===== config.mk =====
export PLATFORM = sky130hd
export DESIGN_NAME = sms_timing_ring
export DESIGN_NICKNAME = d
export VERILOG_FILES = /design/src/rtl/sms_timing_pkg.sv /design/src/rtl/sms_dwell_counter.sv /design/src/rtl/sms_timing_ring.sv
export SDC_FILE = /design/constraint.sdc
export NUM_CORES = 1
export LEC_CHECK = 0
export BUFFER_PORTS_ARGS = -buffer_cell sky130_fd_sc_hd__buf_4
export CAP_MARGIN = 0
export CORE_MARGIN = 4
export CORE_UTILIZATION = 47
export DETAILED_ROUTE_END_ITERATION = 8
export PLACE_DENSITY_LB_ADDON = 0.15
export SETUP_SLACK_MARGIN = 0.2
export SLEW_MARGIN = 10
export SYNTH_ARGS = -nofsm -noshare
export SYNTH_HDL_FRONTEND = slang
export SYNTH_SLANG_ARGS = --single-unit

===== constraint.sdc =====
create_clock -name x -period 2 [get_ports x]
set_clock_uncertainty 0.05 [all_clocks]
set_input_delay 0.1 -clock x [delete_from_list [all_inputs] [get_ports x]]
set_output_delay 0.1 -clock x [all_outputs]
set_load 0.01 [all_outputs]

===== src/rtl/sms_timing_pkg.sv =====
// Shared types and constants for the SMS timing ring: ring state encoding,
// default geometry and named ring positions A..J.
package sms_timing_pkg;

  typedef enum logic [1:0] {
    IDLE      = 2'd0,
    RUN       = 2'd1,
    HALT_PEND = 2'd2
  } ring_state_e;

  localparam int DEF_NUM_POS = 10;
  localparam int DEF_DWELL   = 4;
  localparam int DEF_CNT_W   = 8;

  localparam int POS_A = 0;
  localparam int POS_B = 1;
  localparam int POS_C = 2;
  localparam int POS_D = 3;
  localparam int POS_E = 4;
  localparam int POS_F = 5;
  localparam int POS_G = 6;
  localparam int POS_H = 7;
  localparam int POS_I = 8;
  localparam int POS_J = 9;

endpackage


===== src/rtl/sms_dwell_counter.sv =====
// Modulo-DWELL tick counter for one ring position. Flags the first and the
// terminal tick of the dwell; parks at zero whenever it is not enabled.
module sms_dwell_counter
  import sms_timing_pkg::*;
#(
  parameter int DWELL = DEF_DWELL
) (
  input  logic x,
  input  logic rst_n,
  input  logic en,
  output logic tc,
  output logic first
);

  localparam int DW = (DWELL > 1) ? $clog2(DWELL) : 1;
  localparam logic [DW-1:0] LAST = DW'(DWELL - 1);

  logic [DW-1:0] dwell;

  // Wrapping at tc leaves the counter at zero when the ring drops to idle.
  always_ff @(posedge x or negedge rst_n) begin
    if (!rst_n)  dwell <= '0;
    else if (en) dwell <= tc ? '0 : dwell + 1'b1;
  end

  assign tc    = (dwell == LAST);
  assign first = (dwell == '0);

endmodule


===== src/rtl/sms_timing_ring.sv =====
// Timing ring for the SMS trigger cards: steps a one-hot gate level through
// NUM_POS positions, each held DWELL ticks, with an AC-set pulse per position.
//
// state     | meaning
// ----------+------------------------------------------------------------
// IDLE      | ring stopped, all outputs low, waiting for start_n
// RUN       | ring cycling; wraps to A at end of cycle unless single-shot
// HALT_PEND | stop seen; finish the current cycle, then go IDLE
module sms_timing_ring
  import sms_timing_pkg::*;
#(
  parameter int NUM_POS = DEF_NUM_POS,
  parameter int DWELL   = DEF_DWELL,
  parameter int CNT_W   = DEF_CNT_W
) (
  input  logic               x,
  input  logic               rst_n,
  input  logic               start_n,
  input  logic               stop_n,
  input  logic               single_n,
  output logic [NUM_POS-1:0] level,
  output logic [NUM_POS-1:0] ac_pulse,
  output logic               cycle_end,
  output logic               running,
  output logic [CNT_W-1:0]   cycle_count
);

  localparam int PW = $clog2(NUM_POS);
  localparam logic [PW-1:0] FIRST_POS = PW'(POS_A);
  localparam logic [PW-1:0] LAST_POS  = PW'(NUM_POS - 1);

  ring_state_e       state, state_nxt;
  logic [PW-1:0]     pos, pos_nxt;
  logic [CNT_W-1:0]  cnt;
  logic              active;
  logic              dwell_tc;
  logic              dwell_first;
  logic              end_tick;

  assign active   = (state != IDLE);
  assign end_tick = active && dwell_tc && (pos == LAST_POS);

  sms_dwell_counter #(.DWELL(DWELL)) u_dwell (
    .x     (x),
    .rst_n (rst_n),
    .en    (active),
    .tc    (dwell_tc),
    .first (dwell_first)
  );

  always_ff @(posedge x or negedge rst_n) begin
    if (!rst_n) begin
      state <= IDLE;
      pos   <= FIRST_POS;
    end else begin
      state <= state_nxt;
      pos   <= pos_nxt;
    end
  end

  // A stop on the end tick itself is honoured immediately, so stop never
  // buys an extra cycle.
  always_comb begin
    state_nxt = state;
    pos_nxt   = pos;
    unique case (state)
      IDLE:      if (!start_n && stop_n) state_nxt = RUN;
      RUN: begin
        if (end_tick && (!single_n || !stop_n)) state_nxt = IDLE;
        else if (!end_tick && !stop_n)          state_nxt = HALT_PEND;
      end
      HALT_PEND: if (end_tick) state_nxt = IDLE;
      default:   state_nxt = IDLE;
    endcase
    if (active && dwell_tc) pos_nxt = end_tick ? FIRST_POS : pos + 1'b1;
  end

  always_ff @(posedge x or negedge rst_n) begin
    if (!rst_n)        cnt <= '0;
    else if (end_tick) cnt <= cnt + 1'b1;
  end

  // Outputs decode straight from the registers so a start edge shows
  // position A with no added latency and reset clears them immediately.
  always_comb begin
    level = '0;
    for (int i = 0; i < NUM_POS; i++) level[i] = active && (pos == PW'(i));
  end

  assign ac_pulse    = dwell_first ? level : '0;
  assign cycle_end   = end_tick;
  assign running     = active;
  assign cycle_count = cnt;

endmodule

==> summary by stage <==
Outcome
The run finished with clean final reports.

Place
The count of buffers inserted at the top-level ports is 34. The routability-driven placement congestion ratio is 0.781. The half-perimeter wire length after placement is around 1600 um. After detailed placement, the total cell area comes to 1200 um2.

Routing
The residual DRC count is 0. The detail route stage leaves a number of antenna-violating nets equal to 0. Using the TritonRoute via totals, the vias-per-cell ratio works out to 5.01. For this block, the initial DRC count from the detailed router was 16. The first detailed-routing pass ran for 3 iterations. The via count is roughly 820. For this block, the routed nets add up to 2080 um of wire.

The routed wirelength normalized by instance count is 12.7 um.

Layout
The area of all placed cells without fillers is about 1300 um2. 0 antenna diodes ended up in the layout. Once layout is complete, the utilization of the core stands at a little over two thirds. The layout cell share with drive strength beyond 1 is 32.4%. The final layout net count is 152. Compared with the post-synthesis result, the final layout area differs by 33.6%.

Synthesis
Summed over all instances, the cell type with the most area after synthesis is dfrtp_1. The number of nets in the synthesized netlist is 116. The number of enable-type register cells in the synthesized netlist is 0. Of the synthesized area, sequential elements account for between 40% and 50%. The Yosys step of the flow raised 0 warnings. The commonest cells after synthesis are nor2_1 (22), dfrtp_1 (16), nand2_1 (11). In the synthesized netlist, the number of instances is 104. Yosys mapped the design onto 28 distinct sky130hd cell types. In the synthesized netlist the dominant register cell turns out to be dfrtp_1. The most frequent cell after synthesis is nor2_1. The number of synthesized register bits is 16.

By area the synthesized netlist is led by dfrtp_1 (43%), ha_1 (9.3%), nor2_1 (8.8%). The fraction of registers with async set/reset is 100%. The mean area per synthesized cell is 9.01 um2. The top cell type by area accounts for ~43% of the synthesized area. The post-synthesis cell area is ~940 um2.

Clock tree
TritonCTS built the clock tree. Once the clock tree was built, the setup fixing pass inserted 0 buffers. The clock network latency to the later pin of the worst-skew pair is 0.29 ns. The depth of the CTS H-tree is 1. The clock drives 16 sinks. Counting the buffers created by CTS gives 3. The worst-case clock buffer depth is 2. In this run the clock root is driven by a clkbuf_4. After clock tree synthesis, the clock-pin slew on the worst setup and hold paths is 0.09 ns.

Worst setup path
STA classifies the critical path endpoint as an output port. The reg-to-reg setup timing slack is 0.41 ns. In this design, the stage delay of the slowest critical-path cell is 0.43 ns. The worst register-to-register path ends at cycle_count[1]. The kind of start point of the critical path is a flop. Walking the worst path, the cells encountered are inv_1, ha_1, and4_4, buf_4. The number of buffers and inverters on the critical path is 2.

The critical path is of the flop to output port type. The path depth of the worst reg2reg path is 4. The launching point of the worst reg2reg path is pos[1]. The required time at the worst-slack endpoint is 1.85 ns.

Among all stages on the critical path, the largest delay is contributed by dfrtp_1. The data arrival at the endpoint of the critical path is 1.52 ns. The maximum fanout along the worst path is 12. The family with the most delay on the worst path is flip-flops.

Worst hold path
Along the worst hold path, the cell count comes to 3. The hold path startpoint is single_n. The path with the worst hold slack has its endpoint at state[0]. The min-delay analysis places its worst path in the category input port to flop.

Floorplanning
Once the floorplan was initialized, standard cells occupied 52.0% of the core. The number of top-level design ports is 35. Measured along the y axis, the die boundary spans roughly 53 um. The die is 52.7 um wide. The floorplan has 15 rows. The placeable core area is 1800 um2. The floorplan die area is 2770 um2.

Pwr
For this design the static power due to leakage is 0.647 nW. The design draws 1.33 mW. Dividing total power by cell area gives a power density of 1060 nW/um2. The worst-case vdd ir drop is 0.842 mV.

Global route
The met1 global-route usage is a little over a fifth. The global routing usage on met2 is 28.1%. The global-route wire length before repair is around 3500 um. The layer flagged by global routing as most heavily used is met2. The total global-route track usage is between 10% and 20%. The met3 demand-to-capacity share in global routing is roughly 4.3%. The via count of the first global-routing pass is ~760.

The number of antenna violations at the first check in global routing was 0. Entering global routing, the biggest net connects 17 pins. The residual overflow from global routing is 0.

Timing
The count of final hold-check violations came to 0. The max-slew violation count is 0. The final period utilization is a little over four fifths. The clock period could shrink to 1.67 ns. Setup total negative slack on the finished layout was measured at 0 ns. Setup repair after global routing left no endpoint under its margin. The transition time at the pin with the least slew margin is 0.386 ns.

The headroom to the max-slew limit is between 70% and 80%. Setup violations remaining at the end of the flow were counted as 0. Derived from the worst setup path, the maximum achievable clock frequency is ~600 MHz.

Job
The tool flagged a number of max-cap violations equal to 0.
[kinds of logic after synthesis]
group / share of synthesized area, %
multiplexers: 3.47
buffers and inverters: 4.54
AO/OA/AOI/OAI: 4.67
adder cells (fa/ha/maj): 9.35
XOR/XNOR: 7.48
flip-flops: 42.7
AND/OR/NAND/NOR: 27.8
[stage by stage]
step | hold slack (ns) | instances | setup slack [ns]
2_1_floorplan | -0.246 | 104 | 0.554
3_3_place_gp | -0.0837 | 159 | 0.447
3_5_place_dp | -0.0822 | 159 | 0.390
4_1_cts | 0.000458 | 164 | 0.248
5_1_grt | 0.0292 | 164 | 0.202
6_report | 0.00886 | 164 | 0.329
[power breakdown]
part	internal [mW]	leakage [nW]	switching, mW
Clock	0.111	0.0210	0.102
Sequential	0.399	0.211	0.107
Combinational	0.268	0.415	0.344
[cells in the final DEF, fill, tap and decap left out, types with 2 or more instances in the layout]
master	instances
nor3_1	4
dfrtp_1	15
nand4_1	4
o21ai_0	3
buf_4	34
inv_1	5
nand3_1	2
clkbuf_4	3
ha_1	7
mux2_2	2
xor2_1	3
nor2_1	22
xnor2_1	5
and3_1	2
nand2b_1	3
nand3b_1	2
nand2_1	10
[flip-flops by register name, summed over array words and instances, names as in the netlist]
register       flops
cycle_count        8
pos                4
state              2
u_dwell.dwell      2
[area by class of cell]
cell class,count,area (um2)
Fill cell,158,549
Inverter,5,18.8
Clock buffer,4,36.3
Multi-Input combinational cell,79,499
Timing Repair Buffer,35,265
Sequential cell,16,402
Tap cell,25,31.3
[per-layer routing]
metal | wire length (um) | part of all wire, %
met1 | 931 | 45
met2 | 1050 | 51
met3 | 84 | 4.0
met5 | 0 | 0
met4 | 14 | 0.67
[what timing repair did]
action | CTS | global route
endpoints found under the setup margin | 0 | 13
hold endpoints to repair | 16 | 0
resized for setup | 0 | 3
hold buffers | 1 | 0
[worst register-to-register path, cell delays in order, from the launching register on]
cell and delay [ns]:
dfrtp_1 0.43, inv_1 0.09, ha_1 0.22, and4_4 0.33
mux2_2 0.35
[how the worst max path moves through the flow]
| stage | cells after the start | endpoint | from |
|---|---|---|---|
| 6_report | 4 | cycle_end | pos[1] |
| 5_1_grt | 5 | level[1] | pos[1] |
| 4_1_cts | 4 | level[1] | state[0] |
| 3_5_place_dp | 3 | cycle_count[1] | state[0] |
| 3_3_place_gp | 3 | cycle_count[1] | state[0] |
| 2_1_floorplan | 6 | cycle_count[3] | pos[1] |
Power figures use the tool's default switching activity.
